--- config.mk ---
export PLATFORM = sky130hd
export DESIGN_NAME = uart_rx_ctrl
export DESIGN_NICKNAME = d
export VERILOG_FILES = /design/src/rtl/uart_rx_ctrl.sv
export SDC_FILE = /design/constraint.sdc
export NUM_CORES = 1
export LEC_CHECK = 0
export CORE_UTILIZATION = 35
export DETAILED_ROUTE_END_ITERATION = 12
export PLACE_DENSITY = 0.52
export SYNTH_ARGS = -nofsm -noshare
export SYNTH_HDL_FRONTEND = slang
export SYNTH_SLANG_ARGS = --single-unit
--- constraint.sdc ---
create_clock -name clk -period 5.4 [get_ports clk]
set_clock_uncertainty 0.05 [all_clocks]
set_input_delay 1.08 -clock clk [delete_from_list [all_inputs] [get_ports clk]]
set_output_delay 1.08 -clock clk [all_outputs]
set_load 0.05 [all_outputs]
--- src/rtl/uart_rx_ctrl.sv ---
// uart_rx_ctrl: sequencer for a 16x-oversampling UART receiver.
// Gates the receiver enable, queues received bytes in a show-ahead FIFO,
// counts framing errors, re-arms after an error holdoff and drains an
// in-flight frame on shutdown.
module uart_rx_ctrl #(
    parameter int unsigned FIFO_DEPTH = 8,
    parameter int unsigned HOLDOFF    = 32,
    parameter int unsigned DRAIN_MAX  = 255,
    parameter int unsigned ERR_W      = 8
) (
    input  logic                                clk,
    input  logic                                rst_n,
    input  logic                                start,
    input  logic                                stop,
    output logic                                rx_en,
    input  logic [7:0]                          rx_data,
    input  logic                                rx_done,
    input  logic                                rx_busy,
    input  logic                                rx_err,
    output logic [7:0]                          m_data,
    output logic                                m_valid,
    input  logic                                m_ready,
    output logic [$clog2(FIFO_DEPTH+1)-1:0]     fifo_level,
    output logic                                overflow,
    output logic [ERR_W-1:0]                    err_count,
    input  logic                                clr_stats,
    output logic [2:0]                          state_o
);

    localparam int unsigned PTR_W   = (FIFO_DEPTH > 1) ? $clog2(FIFO_DEPTH) : 1;
    localparam int unsigned LVL_W   = $clog2(FIFO_DEPTH + 1);
    localparam int unsigned CNT_MAX = (HOLDOFF > DRAIN_MAX) ? HOLDOFF : DRAIN_MAX;
    localparam int unsigned CNT_W   = $clog2(CNT_MAX + 1);

    typedef enum logic [2:0] {
        ST_OFF   = 3'd0,
        ST_ARM   = 3'd1,
        ST_RUN   = 3'd2,
        ST_HOLD  = 3'd3,
        ST_DRAIN = 3'd4
    } state_t;

    state_t             state;
    state_t             state_nxt;
    logic [CNT_W-1:0]   cnt;
    logic [CNT_W-1:0]   cnt_nxt;
    logic               rx_en_nxt;

    logic               rx_err_q;
    logic               err_rise;
    logic               active_c;

    logic [7:0]         mem [FIFO_DEPTH];
    logic [PTR_W-1:0]   wr_ptr;
    logic [PTR_W-1:0]   rd_ptr;
    logic               full;
    logic               pop;
    logic               push_req;
    logic               push_ok;
    logic               drop;

    assign err_rise = rx_err && !rx_err_q;
    assign state_o  = state;

    // State and holdoff/drain counter register
    always_ff @(posedge clk or negedge rst_n) begin
        if (!rst_n) begin
            state <= ST_OFF;
            cnt   <= '0;
        end else begin
            state <= state_nxt;
            cnt   <= cnt_nxt;
        end
    end

    // Next-state and counter logic; stop dominates start everywhere
    always_comb begin
        state_nxt = state;
        cnt_nxt   = cnt;
        case (state)
            ST_OFF: begin
                if (start && !stop) begin
                    state_nxt = ST_ARM;
                end
            end
            ST_ARM: begin
                state_nxt = stop ? ST_OFF : ST_RUN;
            end
            ST_RUN: begin
                if (err_rise) begin
                    state_nxt = ST_HOLD;
                    cnt_nxt   = CNT_W'(HOLDOFF - 1);
                end else if (stop && !rx_busy) begin
                    state_nxt = ST_OFF;
                end else if (stop) begin
                    state_nxt = ST_DRAIN;
                    cnt_nxt   = CNT_W'(DRAIN_MAX - 1);
                end
            end
            ST_HOLD: begin
                if (stop) begin
                    state_nxt = ST_OFF;
                    cnt_nxt   = '0;
                end else if (cnt == '0) begin
                    state_nxt = start ? ST_ARM : ST_OFF;
                end else begin
                    cnt_nxt = cnt - CNT_W'(1);
                end
            end
            ST_DRAIN: begin
                if (rx_done || err_rise || cnt == '0) begin
                    state_nxt = ST_OFF;
                    cnt_nxt   = '0;
                end else begin
                    cnt_nxt = cnt - CNT_W'(1);
                end
            end
            default: begin
                state_nxt = ST_OFF;
                cnt_nxt   = '0;
            end
        endcase
    end

    // Output decode: receiver enable follows the state being entered
    always_comb begin
        rx_en_nxt = 1'b0;
        active_c  = 1'b0;
        case (state_nxt)
            ST_ARM, ST_RUN, ST_DRAIN: rx_en_nxt = 1'b1;
            default:                  rx_en_nxt = 1'b0;
        endcase
        case (state)
            ST_RUN, ST_DRAIN: active_c = 1'b1;
            default:          active_c = 1'b0;
        endcase
    end

    // Registered receiver enable, aligned with the state register
    always_ff @(posedge clk or negedge rst_n) begin
        if (!rst_n) begin
            rx_en <= 1'b0;
        end else begin
            rx_en <= rx_en_nxt;
        end
    end

    // Error edge detect and statistics; a clear beats a same-cycle update
    always_ff @(posedge clk or negedge rst_n) begin
        if (!rst_n) begin
            rx_err_q  <= 1'b0;
            err_count <= '0;
            overflow  <= 1'b0;
        end else begin
            rx_err_q <= rx_err;
            if (clr_stats) begin
                err_count <= '0;
                overflow  <= 1'b0;
            end else begin
                if (err_rise && active_c && (err_count != {ERR_W{1'b1}})) begin
                    err_count <= err_count + ERR_W'(1);
                end
                if (drop) begin
                    overflow <= 1'b1;
                end
            end
        end
    end

    assign full     = (fifo_level == LVL_W'(FIFO_DEPTH));
    assign m_valid  = (fifo_level != '0);
    assign m_data   = mem[rd_ptr];
    assign pop      = m_valid && m_ready;
    assign push_req = rx_done && active_c;
    assign push_ok  = push_req && (!full || pop);
    assign drop     = push_req && full && !pop;

    // Show-ahead byte FIFO; a push into a full FIFO is taken only alongside a pop
    always_ff @(posedge clk or negedge rst_n) begin
        if (!rst_n) begin
            for (int i = 0; i < int'(FIFO_DEPTH); i++) begin
                mem[i] <= 8'h00;
            end
            wr_ptr     <= '0;
            rd_ptr     <= '0;
            fifo_level <= '0;
        end else begin
            if (push_ok) begin
                mem[wr_ptr] <= rx_data;
                wr_ptr      <= wr_ptr + PTR_W'(1);
            end
            if (pop) begin
                rd_ptr <= rd_ptr + PTR_W'(1);
            end
            if (push_ok && !pop) begin
                fifo_level <= fifo_level + LVL_W'(1);
            end else if (pop && !push_ok) begin
                fifo_level <= fifo_level - LVL_W'(1);
            end
        end
    end

endmodule
==> impl_metrics.json <==
{
  "hold_viol_final": 0,
  "grt_max_degree": 57,
  "setup-violations-final": 0,
  "fill_cells": 1257,
  "drt_iter0_markers": 126,
  "yosysUniqueCellTypes": 53,
  "dr_total_vias": 2942,
  "synth_seq_area_share_pct": 51.0,
  "grt_antenna_before_repair": 0,
  "path_clk_slew_ns": 0.06,
  "avgSynthCellArea_sq_um": 13.4,
  "fin_crit_ns": 3.80,
  "die_w_um": 118,
  "final_nets": 418,
  "ys_warn_count": 0,
  "fp.coreArea_sq_mm": 0.0132,
  "cts_resized": 0,
  "p_int_w": 0.00203,
  "cp.required_ns": 4.27,
  "holdBufCountCts": 0,
  "drc": 0,
  "setup.worst_path.class": "reg -> out",
  "layout_commonest_cell": "dfrtp_1",
  "switchingPower_w": 0.00121,
  "cts_setup_buffers": 0,
  "layout-drive-gt1-share_pct": 29.8,
  "synth_flop_cell": "dfrtp_1",
  "critPathLaunchType": "register",
  "rows": 42,
  "max-vdd-ir-drop_mv": 0.225,
  "cts_buffer_depth": 2,
  "gr-total-overflow": 0,
  "slew_viol_final": 0,
  "regArea_sq_mm": 0.00240,
  "timing.final.crit_share_pct": 70.3,
  "power_w": 0.00325,
  "ys_ff_latch": 96,
  "multiInputGateArea_sq_mm": 0.00223,
  "tns_ns": 0,
  "place.gp.congestion": 0.841,
  "power.share.clock_pct": 18.6,
  "ios": 43,
  "slew_headroom_pct": 41.6,
  "pre_cts_ws_ns": 1.55,
  "final_core_util_pct": 42.3,
  "wl_per_cell_um": 16.9,
  "clock_sinks": 96,
  "met3_usage_pct": 3.34,
  "clk_latency_ns": 0.33,
  "grt_setup_unrepaired": "false",
  "syn_inst": 351,
  "htree_num_levels": 3,
  "first_global_vias": 3047,
  "synth_top_area_share_pct": 51.0,
  "area_delta_synth_final_pct": 18.5,
  "async_reset_ff_share_pct": 100,
  "synthesis.area_sq_mm": 0.00471,
  "tritoncts": "built",
  "synthTopCellsByArea": "dfrtp_1 (51%), mux2_2 (18%), mux4_2 (7.6%)",
  "netSwitchingFraction_pct": 37.4,
  "stdcell_count": 572,
  "synth_edf_count": 0,
  "cts_buffers": 9,
  "wirelength_mm": 9.67,
  "die_h_um": 118,
  "start_util_pct": 35.7,
  "grt_use_total_pct": 15.0,
  "p_leak_nw": 2.45,
  "min-delay-path-class": "reg -> reg",
  "dpl.hpwl_mm": 6.29,
  "seqPwrFrac_pct": 37.4,
  "layout_common_cells": "dfrtp_1 (96), mux2_2 (75), clkdlybuf4s50_1 (41), nor2_1 (18), mux4_2 (16)",
  "vias_per_cell": 5.14,
  "tightest_slew_ns": 0.877,
  "diodes": 0,
  "place_inst": 558,
  "status": "finished, final reports clean",
  "pwr-share-comb_pct": 44.0,
  "p_per_area_mw_per_mm2": 581,
  "fmax_mhz": 263,
  "ant_nets": 0,
  "cp_max_fo": 18,
  "first_pass_iters": 4,
  "grt_pass1_wl_mm": 16.0,
  "grt_use_met1_pct": 19.5,
  "setup_ws_ns": 1.60,
  "busiest_layer": "met2",
  "synth.net_count": 376,
  "die_area_sq_mm": 0.0139,
  "io_buffers": 42,
  "cts_root_buffer": "clkbuf_16",
  "met2_usage_pct": 25.2,
  "yosysTopAreaCell": "dfrtp_1",
  "drv_cap": 0,
  "arrival_ns": 2.67,
  "cp-end-kind": "primary output"
}
## path summary, 6_finish.rpt
path	start	end	slack, ns	cells past startpoint
worst max-delay path	rd_ptr[1]$_DFFE_PN0P_	m_data[0]	1.60	3
worst min-delay path	mem[14]$_DFFE_PN0P_	mem[14]$_DFFE_PN0P_	0.44	1
worst max register to register	state_o[2]$_DFF_PN0_	fifo_level[3]$_DFFE_PN0P_	2.52	10
worst min register to register	mem[14]$_DFFE_PN0P_	mem[14]$_DFFE_PN0P_	0.44	1
max in group asynchronous	rst_n	err_count[5]$_DFFE_PN0P_	3.54	2
min in group asynchronous	rst_n	mem[54]$_DFFE_PN0P_	0.76	1
## worst max-delay path: stages, from the launching register on
cell and delay (ns):
dfrtp_1 0.91, mux4_2 0.41, mux2_2 0.30, clkdlybuf4s50_1 0.70
## logic make-up after synthesis
family,share of synthesized area [%]
multiplexers,26.2
buffers and inverters,1.70
adder cells (fa/ha/maj),2.28
AO/OA/AOI/OAI,6.59
AND/OR/NAND/NOR,9.27
flip-flops,51.0
XOR/XNOR,2.95
## through the flow
step / hold WS, ns / area, sq um
2_1_floorplan: 0.402 / 4710
3_3_place_gp: 0.418 / 5310
3_5_place_dp: 0.423 / 5310
4_1_cts: 0.449 / 5580
5_1_grt: 0.466 / 5580
6_report: 0.441 / 5580
## power by group through the flow
stage | Clock [W] | Combinational (W) | Sequential (W)
after floorplan | 0 | 0.00109 | 0.00119
after global placement | 0 | 0.00143 | 0.00122
after detailed placement | 0 | 0.00144 | 0.00123
after CTS | 0.000630 | 0.00145 | 0.00122
after global routing | 0.000658 | 0.00155 | 0.00126
final | 0.000605 | 0.00143 | 0.00121
## registers in the layout, summed over array words and instances (netlist names)
signal and flops:
state_o 3, mem 64, overflow 1, rx_err_q 1, err_count 8, fifo_level 4
wr_ptr 3, cnt 8, rx_en 1, rd_ptr 3
## cells in the mapped netlist (all sizes together), types with 2 or more instances
library cell,count
a21oi,6
a22o,6
a31oi,2
and3,4
buf,6
clkbuf,7
dfrtp,96
ha,7
inv,6
mux2,76
mux2i,2
mux4,16
nand2,16
nand2b,6
nand3,6
nand3b,3
nor2,19
nor2b,2
nor3,7
nor3b,4
o211ai,4
o21a,2
o21ai,13
or3,2
xnor2,7
xor2,8
## routing by layer
| metal | wire length, um | vias up |
|---|---|---|
| li1 | - | 1378 |
| met1 | 4500 | 1509 |
| met4 | 103 | 0 |
| met2 | 4780 | 46 |
| met5 | 0 | - |
| met3 | 292 | 9 |
## final cells by class
type                    instances  share of cell area (%)
clock buffers                  10                    4.10
clock inverters                 4                   0.851
inverters                       6                   0.403
multi-input cells             236                    39.9
flip-flops and latches         96                    43.0
well taps                     176                    3.94
repair buffers                 44                    7.75
Note: power is estimated with default switching activity, not from simulation.
